<file path="src/rtl/if_fetch_unit.sv">
// ---------------------------------------------------------------------------
// if_fetch_unit
//
// Instruction-fetch stage of the five-stage ARM-subset pipeline. It owns the
// program counter and fetches from instruction memory over a req/ack
// handshake that tolerates wait states. A one-entry skid buffer catches a
// word that returns while decode is frozen. The stage drives the IF/ID
// register. Branch redirects from execute flush IF/ID and retarget fetch.
// If a redirect arrives while a request is still waiting for its ack, that
// request is drained and its data is discarded.
//
// Ports
//   clk                  rising-edge clock
//   rst                  synchronous active-high reset
//   i_freeze             hazard stall; IF/ID holds
//   i_branch_taken       redirect request from execute
//   i_branch_addr[31:0]  redirect target (word aligned)
//   o_imem_req           fetch request (held until ack)
//   o_imem_addr[31:0]    fetch address, stable while o_imem_req waits
//   i_imem_ack           response valid while o_imem_req is high
//   i_imem_rdata[31:0]   fetched word
//   o_if_valid           IF/ID holds a real instruction
//   o_if_pc[31:0]        fetch address + 4 of the IF/ID instruction
//   o_if_instruction     IF/ID instruction word, NOP_INSTR on bubbles
// ---------------------------------------------------------------------------
module if_fetch_unit #(
  parameter logic [31:0] RESET_PC  = 32'h0000_0000,
  parameter logic [31:0] NOP_INSTR = 32'hE1A0_0000
) (
  input  logic        clk,
  input  logic        rst,
  input  logic        i_freeze,
  input  logic        i_branch_taken,
  input  logic [31:0] i_branch_addr,
  output logic        o_imem_req,
  output logic [31:0] o_imem_addr,
  input  logic        i_imem_ack,
  input  logic [31:0] i_imem_rdata,
  output logic        o_if_valid,
  output logic [31:0] o_if_pc,
  output logic [31:0] o_if_instruction
);

  // S_REQ   : request to r_pc on the bus
  // S_FULL  : skid buffer holds a word; bus idle
  // S_DRAIN : stale request to r_stale_addr still on the bus; r_pc is the
  //           branch target to fetch once the stale ack arrives
  typedef enum logic [1:0] {
    S_REQ   = 2'd0,
    S_FULL  = 2'd1,
    S_DRAIN = 2'd2
  } state_t;

  state_t      r_state;
  state_t      w_state_next;
  logic [31:0] r_pc;
  logic [31:0] w_pc_next;
  logic [31:0] r_stale_addr;
  logic [31:0] w_stale_addr_next;
  logic [31:0] r_skid_pc;
  logic [31:0] w_skid_pc_next;
  logic [31:0] r_skid_instr;
  logic [31:0] w_skid_instr_next;
  logic        r_if_valid;
  logic        w_if_valid_next;
  logic [31:0] r_if_pc;
  logic [31:0] w_if_pc_next;
  logic [31:0] r_if_instr;
  logic [31:0] w_if_instr_next;
  logic [31:0] w_pc_inc;

  // Bus outputs come from registered state only. rst gating drops the
  // request immediately, which abandons any outstanding fetch.
  assign o_imem_req  = !rst && (r_state != S_FULL);
  assign o_imem_addr = (r_state == S_DRAIN) ? r_stale_addr : r_pc;

  // Wraps modulo 2^32 from 32'hFFFF_FFFC to 0.
  assign w_pc_inc = r_pc + 32'd4;

  // NOTE: every signal driven here gets a default first, so a path that does
  // not assign it cannot infer a latch. Blocking assignments are correct
  // inside combinational logic.
  always_comb begin
    w_state_next      = r_state;
    w_pc_next         = r_pc;
    w_stale_addr_next = r_stale_addr;
    w_skid_pc_next    = r_skid_pc;
    w_skid_instr_next = r_skid_instr;
    w_if_valid_next   = r_if_valid;
    w_if_pc_next      = r_if_pc;
    w_if_instr_next   = r_if_instr;

    if (i_branch_taken) begin
      // A redirect flushes IF/ID even when frozen. Leaving S_FULL discards
      // the skid word.
      w_if_valid_next = 1'b0;
      w_if_pc_next    = 32'h0;
      w_if_instr_next = NOP_INSTR;
      w_pc_next       = i_branch_addr;
      if ((r_state != S_FULL) && !i_imem_ack) begin
        // The un-acked request must finish at its original address.
        // A second branch in S_DRAIN keeps that stale address.
        w_state_next = S_DRAIN;
        if (r_state == S_REQ) begin
          w_stale_addr_next = r_pc;
        end
      end else begin
        w_state_next = S_REQ;
      end
    end else begin
      case (r_state)
        S_REQ: begin
          if (i_imem_ack) begin
            w_pc_next = w_pc_inc;
            if (i_freeze) begin
              w_skid_pc_next    = w_pc_inc;
              w_skid_instr_next = i_imem_rdata;
              w_state_next      = S_FULL;
            end else begin
              w_if_valid_next = 1'b1;
              w_if_pc_next    = w_pc_inc;
              w_if_instr_next = i_imem_rdata;
            end
          end else if (!i_freeze) begin
            w_if_valid_next = 1'b0;
            w_if_pc_next    = 32'h0;
            w_if_instr_next = NOP_INSTR;
          end
        end

        S_FULL: begin
          if (!i_freeze) begin
            w_if_valid_next = 1'b1;
            w_if_pc_next    = r_skid_pc;
            w_if_instr_next = r_skid_instr;
            w_state_next    = S_REQ;
          end
        end

        S_DRAIN: begin
          // The returning word belongs to the abandoned path and is dropped.
          if (i_imem_ack) begin
            w_state_next = S_REQ;
          end
          if (!i_freeze) begin
            w_if_valid_next = 1'b0;
            w_if_pc_next    = 32'h0;
            w_if_instr_next = NOP_INSTR;
          end
        end

        default: begin
          w_state_next = S_REQ;
        end
      endcase
    end
  end

  // NOTE: sequential state uses non-blocking assignments. Every flop then
  // samples pre-edge values, whatever the statement order.
  always_ff @(posedge clk) begin
    if (rst) begin
      r_state      <= S_REQ;
      r_pc         <= RESET_PC;
      r_stale_addr <= RESET_PC;
      r_if_valid   <= 1'b0;
      r_if_pc      <= 32'h0;
      r_if_instr   <= NOP_INSTR;
    end else begin
      r_state      <= w_state_next;
      r_pc         <= w_pc_next;
      r_stale_addr <= w_stale_addr_next;
      r_if_valid   <= w_if_valid_next;
      r_if_pc      <= w_if_pc_next;
      r_if_instr   <= w_if_instr_next;
    end
  end

  // NOTE: the skid data registers have no reset. Their contents are read
  // only in S_FULL, and S_FULL is entered only after they have been loaded.
  always_ff @(posedge clk) begin
    r_skid_pc    <= w_skid_pc_next;
    r_skid_instr <= w_skid_instr_next;
  end

  assign o_if_valid       = r_if_valid;
  assign o_if_pc          = r_if_pc;
  assign o_if_instruction = r_if_instr;

endmodule

</file>
<file path="config.mk">
export PLATFORM = sky130hd
export DESIGN_NAME = if_fetch_unit
export DESIGN_NICKNAME = d
export VERILOG_FILES = /design/src/rtl/if_fetch_unit.sv
export SDC_FILE = /design/constraint.sdc
export NUM_CORES = 1
export LEC_CHECK = 0
export CORE_MARGIN = 5
export CORE_UTILIZATION = 57
export DETAILED_ROUTE_END_ITERATION = 12
export PLACE_DENSITY = 0.91
export SYNTH_ARGS = -nofsm -noshare
export SYNTH_HDL_FRONTEND = slang
export SYNTH_SLANG_ARGS = --single-unit
</file>
<file path="constraint.sdc">
create_clock -name clk -period 18.7 [get_ports clk]
set_clock_uncertainty 0.05 [all_clocks]
set_input_delay 5.61 -clock clk [delete_from_list [all_inputs] [get_ports clk]]
set_output_delay 5.61 -clock clk [all_outputs]
set_load 0.02 [all_outputs]
</file>
==> flow_summary.rst <==
.. list-table::
   :header-rows: 1

   * - Metric
     - Value
   * - Run status
     - finished clean
   * - Share of total power in the clock network
     - 0.379
   * - Final-report max-slew violation count
     - 0
   * - Area share of the largest cell type after synthesis
     - 0.290
   * - Routed length per placed instance
     - 18.3 um
   * - Clock-pin slew of the registers on the worst-case setup and hold paths
     - 70 ps
   * - Transition time of the tightest slew-check pin
     - 1210 ps
   * - Warnings, synthesis
     - 0
   * - Gate Count Post-Synth
     - 971
   * - Area growth from synthesis to final layout
     - 24.2%
   * - Max-cap check violation count
     - 0
   * - Total number of vias
     - 7647
   * - Number of endpoints with negative hold slack in the final report
     - 0
   * - DR pass1 iterations
     - 5
   * - Post-Synthesis Net Count
     - 1045
   * - Iteration-0 DRC Markers
     - 638
   * - First-pass GRT wire length
     - 37.9 mm
   * - Die Y-Extent
     - 136 um
   * - DRC
     - 0
   * - Worst reg2reg path endpoint
     - o_if_pc[10]$_SDFFE_PP0P_
   * - Crit path time final
     - 12580 ps
   * - Worst Setup Path Type
     - primary input to output pin
   * - Beginning of the worst register-to-register path
     - r_state[0]$_SDFFE_PP0P_
   * - Clock Root Buffer
     - sky130_fd_sc_hd__clkbuf_16
   * - Die Footprint
     - 0.0185 mm^2
   * - Routed Antenna Nets
     - 0
   * - Tcrit/Tclk final
     - 0.673
   * - Post-synthesis average cell area
     - 9.32 um^2
   * - Sum of routed wire length over all layers
     - 23.8 mm
   * - # Post-CTS Setup Buffers
     - 0
   * - Antenna violations before repair
     - 0
   * - Most frequent standard cell in the layout excluding fill and tap cells
     - sky130_fd_sc_hd__clkdlybuf4s50_1
   * - Initial standard-cell utilization of the core
     - 0.576
   * - Die width
     - 136 um
   * - Total power draw
     - 957 uW
   * - Cell accounting for the most synthesized area
     - sky130_fd_sc_hd__dfxtp_1
   * - Vias per inst
     - 5.87
   * - Largest net degree at the start of global routing
     - 69
   * - Cts hold-fix bufs
     - 0
   * - Internal portion of total power
     - 706 uW
   * - Largest vdd supply drop
     - 0.0821 mV
   * - Crit path capture
     - o_imem_req
   * - Depth of the worst register-to-register path
     - 7
   * - Relative contribution of combinational cells to total power
     - 0.131
   * - Internal reg-to-reg setup slack
     - 14750 ps
   * - Number of buffers added by the clock tree synthesis step
     - 17
   * - Routability-driven placement congestion ratio
     - 0.882
   * - Relative max-transition margin
     - 0.187
   * - Later-pin clock latency in the skew report
     - 430 ps
   * - Total clock sinks
     - 195
   * - Flop pwr share
     - 0.490
   * - Port bufs
     - 166
   * - Number of levels the H-tree was split into
     - 4
   * - Total Routing Usage GR
     - 0.255
   * - Final-layout setup total negative slack
     - 0 ps
   * - Distinct cell type count after synthesis
     - 53
   * - PostCTS Resize Cnt
     - 0
   * - Maximum clock path buffer count
     - 2
   * - Cell area power density
     - 85.1 mW/mm^2
   * - Number of placement rows
     - 46
   * - Largest fanout on the critical path
     - 67
   * - Synth area leaders
     - sky130_fd_sc_hd__dfxtp_1 29%, sky130_fd_sc_hd__edfxtp_1 21%, sky130_fd_sc_hd__a21oi_1 5.4%
   * - Mapped cell area
     - 0.00905 mm^2
   * - Crit path from
     - rst
   * - Share of layout cells above drive strength 1
     - 0.0829
   * - Number of global-route vias before repair
     - 7492
   * - Unrepaired setup endpoints after global routing
     - no
   * - Share of total power consumed by net switching
     - 0.262
   * - Share of flip-flops with an asynchronous set or reset after synthesis
     - 0
   * - Required @ worst endpoint
     - 13040 ps
   * - Io pins
     - 167
   * - Leakage
     - 0.00398 uW
   * - Kind of end point of the critical path
     - output pin
   * - Aggregate global routing overflow
     - 0
   * - Final setup violating endpoints
     - 0
   * - Area of the core
     - 0.0157 mm^2
   * - Ys flop type
     - sky130_fd_sc_hd__dfxtp_1
   * - Most frequent cells in the layout
     - 164 x sky130_fd_sc_hd__clkdlybuf4s50_1, 131 x sky130_fd_sc_hd__dfxtp_1, 129 x sky130_fd_sc_hd__nor2_1
   * - Fmax
     - 0.0795 GHz
   * - Clock tree from TritonCTS
     - done
   * - # nets final
     - 1147
   * - Data arrival time at the worst-slack endpoint
     - 6920 ps
   * - Part of the Yosys area used for sequential elements
     - 0.502
   * - Detail Placement HPWL
     - 15.6 mm
   * - Psw
     - 251 uW
   * - Hold Path Class
     - register to register
   * - Number of synthesized register bits
     - 195
   * - Number of antenna cells inserted
     - 0
   * - EDFF count, synth
     - 64
   * - Category of the worst setup path launch point
     - primary input
==> synth_stat cells (3+ instances only) <==
master                      instances
sky130_fd_sc_hd__clkbuf_1          52
sky130_fd_sc_hd__and4_1             7
sky130_fd_sc_hd__mux2_2            31
sky130_fd_sc_hd__xor2_1            19
sky130_fd_sc_hd__o21a_1            17
sky130_fd_sc_hd__nor2_1           129
sky130_fd_sc_hd__inv_1             22
sky130_fd_sc_hd__a22oi_1           60
sky130_fd_sc_hd__nand2_1           94
sky130_fd_sc_hd__ha_1               5
sky130_fd_sc_hd__nand3_1           25
sky130_fd_sc_hd__o2bb2ai_1         16
sky130_fd_sc_hd__buf_2             25
sky130_fd_sc_hd__dfxtp_1          131
sky130_fd_sc_hd__edfxtp_1          64
sky130_fd_sc_hd__nor3_1            12
sky130_fd_sc_hd__o21ai_0           22
sky130_fd_sc_hd__xnor2_1           31
sky130_fd_sc_hd__mux2i_1            4
sky130_fd_sc_hd__nand4_1           15
sky130_fd_sc_hd__a21oi_1           98
sky130_fd_sc_hd__nor4_1             5
sky130_fd_sc_hd__nor2b_1           15
sky130_fd_sc_hd__buf_4              8
sky130_fd_sc_hd__and3_1             8
sky130_fd_sc_hd__buf_1              7
sky130_fd_sc_hd__nor4b_1            3
sky130_fd_sc_hd__and2_1             6
==> cell type report <==
class / instances / area, um^2
clock buffers: 18 / 429
clock inverters: 14 / 151
fillers: 1113 / 4470
inverters: 22 / 82.6
multi-input cells: 662 / 4040
flip-flops and latches: 195 / 4540
well taps: 216 / 270
repair buffers: 175 / 1720
==> layer usage <==
metal  share of wire  global-route usage  vias to the layer above
met5               0                   0                        -
met4           0.026              0.0969                        0
met3           0.092              0.0570                       53
met2            0.48               0.411                      395
met1            0.41               0.338                     3582
li1                -                   -                     3617
==> metrics by stage <==
stage / setup slack, ps / std cells / area, um^2 / hold slack (ps) / utilization
6_report: 6120 / 1302 / 11200 / 404 / 0.715
5_1_grt: 6070 / 1302 / 11200 / 421 / 0.715
4_1_cts: 6130 / 1302 / 11200 / 403 / 0.715
3_5_place_dp: 6150 / 1270 / 10700 / 393 / 0.678
3_3_place_gp: 6120 / 1270 / 10700 / 388 / 0.678
2_1_floorplan: 6720 / 971 / 9050 / 383 / -
==> power by group through the flow <==
stage	logic (uW)	registers [uW]	clock network [uW]
after floorplan	77.6	473	0
after global placement	121	477	0
after detailed placement	123	478	0
after CTS	125	468	365
after global routing	135	471	381
final	125	469	363
==> registers in the layout (all words and copies together), names as in the netlist, named ones only <==
name / count
r_skid_pc: 32
r_skid_instr: 32
r_stale_addr: 32
o_if_instruction: 32
r_pc: 32
o_if_pc: 32
r_state: 2
==> kinds of logic (layout without fill, tap and decap cells) <==
kind of cell / count (synthesis) / after routing / share of synthesized area
muxes: 35 / 35 / 0.0430
adders and majority gates: 5 / 5 / 0.00691
buffers and inverters: 114 / 229 / 0.0541
DFF: 195 / 195 / 0.502
xor gates and xnor gates: 50 / 50 / 0.0484
and+or+nand+nor: 339 / 339 / 0.180
AOI/OAI and AO/OA: 233 / 233 / 0.165
==> how the worst min path moves through the flow <==
stage	cells past startpoint	start	slack (ps)	endpoint
after floorplan	2	r_stale_addr[0]$_SDFFE_PP0P_	380	r_stale_addr[0]$_SDFFE_PP0P_
after CTS	2	r_stale_addr[17]$_SDFFE_PP0P_	400	r_stale_addr[17]$_SDFFE_PP0P_
after detailed placement	2	r_stale_addr[17]$_SDFFE_PP0P_	390	r_stale_addr[17]$_SDFFE_PP0P_
after global placement	2	r_stale_addr[15]$_SDFFE_PP0P_	390	r_stale_addr[15]$_SDFFE_PP0P_
after global routing	2	r_stale_addr[30]$_SDFFE_PP0P_	420	r_stale_addr[30]$_SDFFE_PP0P_
final	2	r_stale_addr[1]$_SDFFE_PP0P_	400	r_stale_addr[1]$_SDFFE_PP0P_
==> critical path, cell delays in order <==
cell	delay (ps)
sky130_fd_sc_hd__buf_2	70
sky130_fd_sc_hd__buf_4	550
sky130_fd_sc_hd__nor2_1	80
sky130_fd_sc_hd__clkdlybuf4s50_1	560
(Power assumes the default switching activity.)
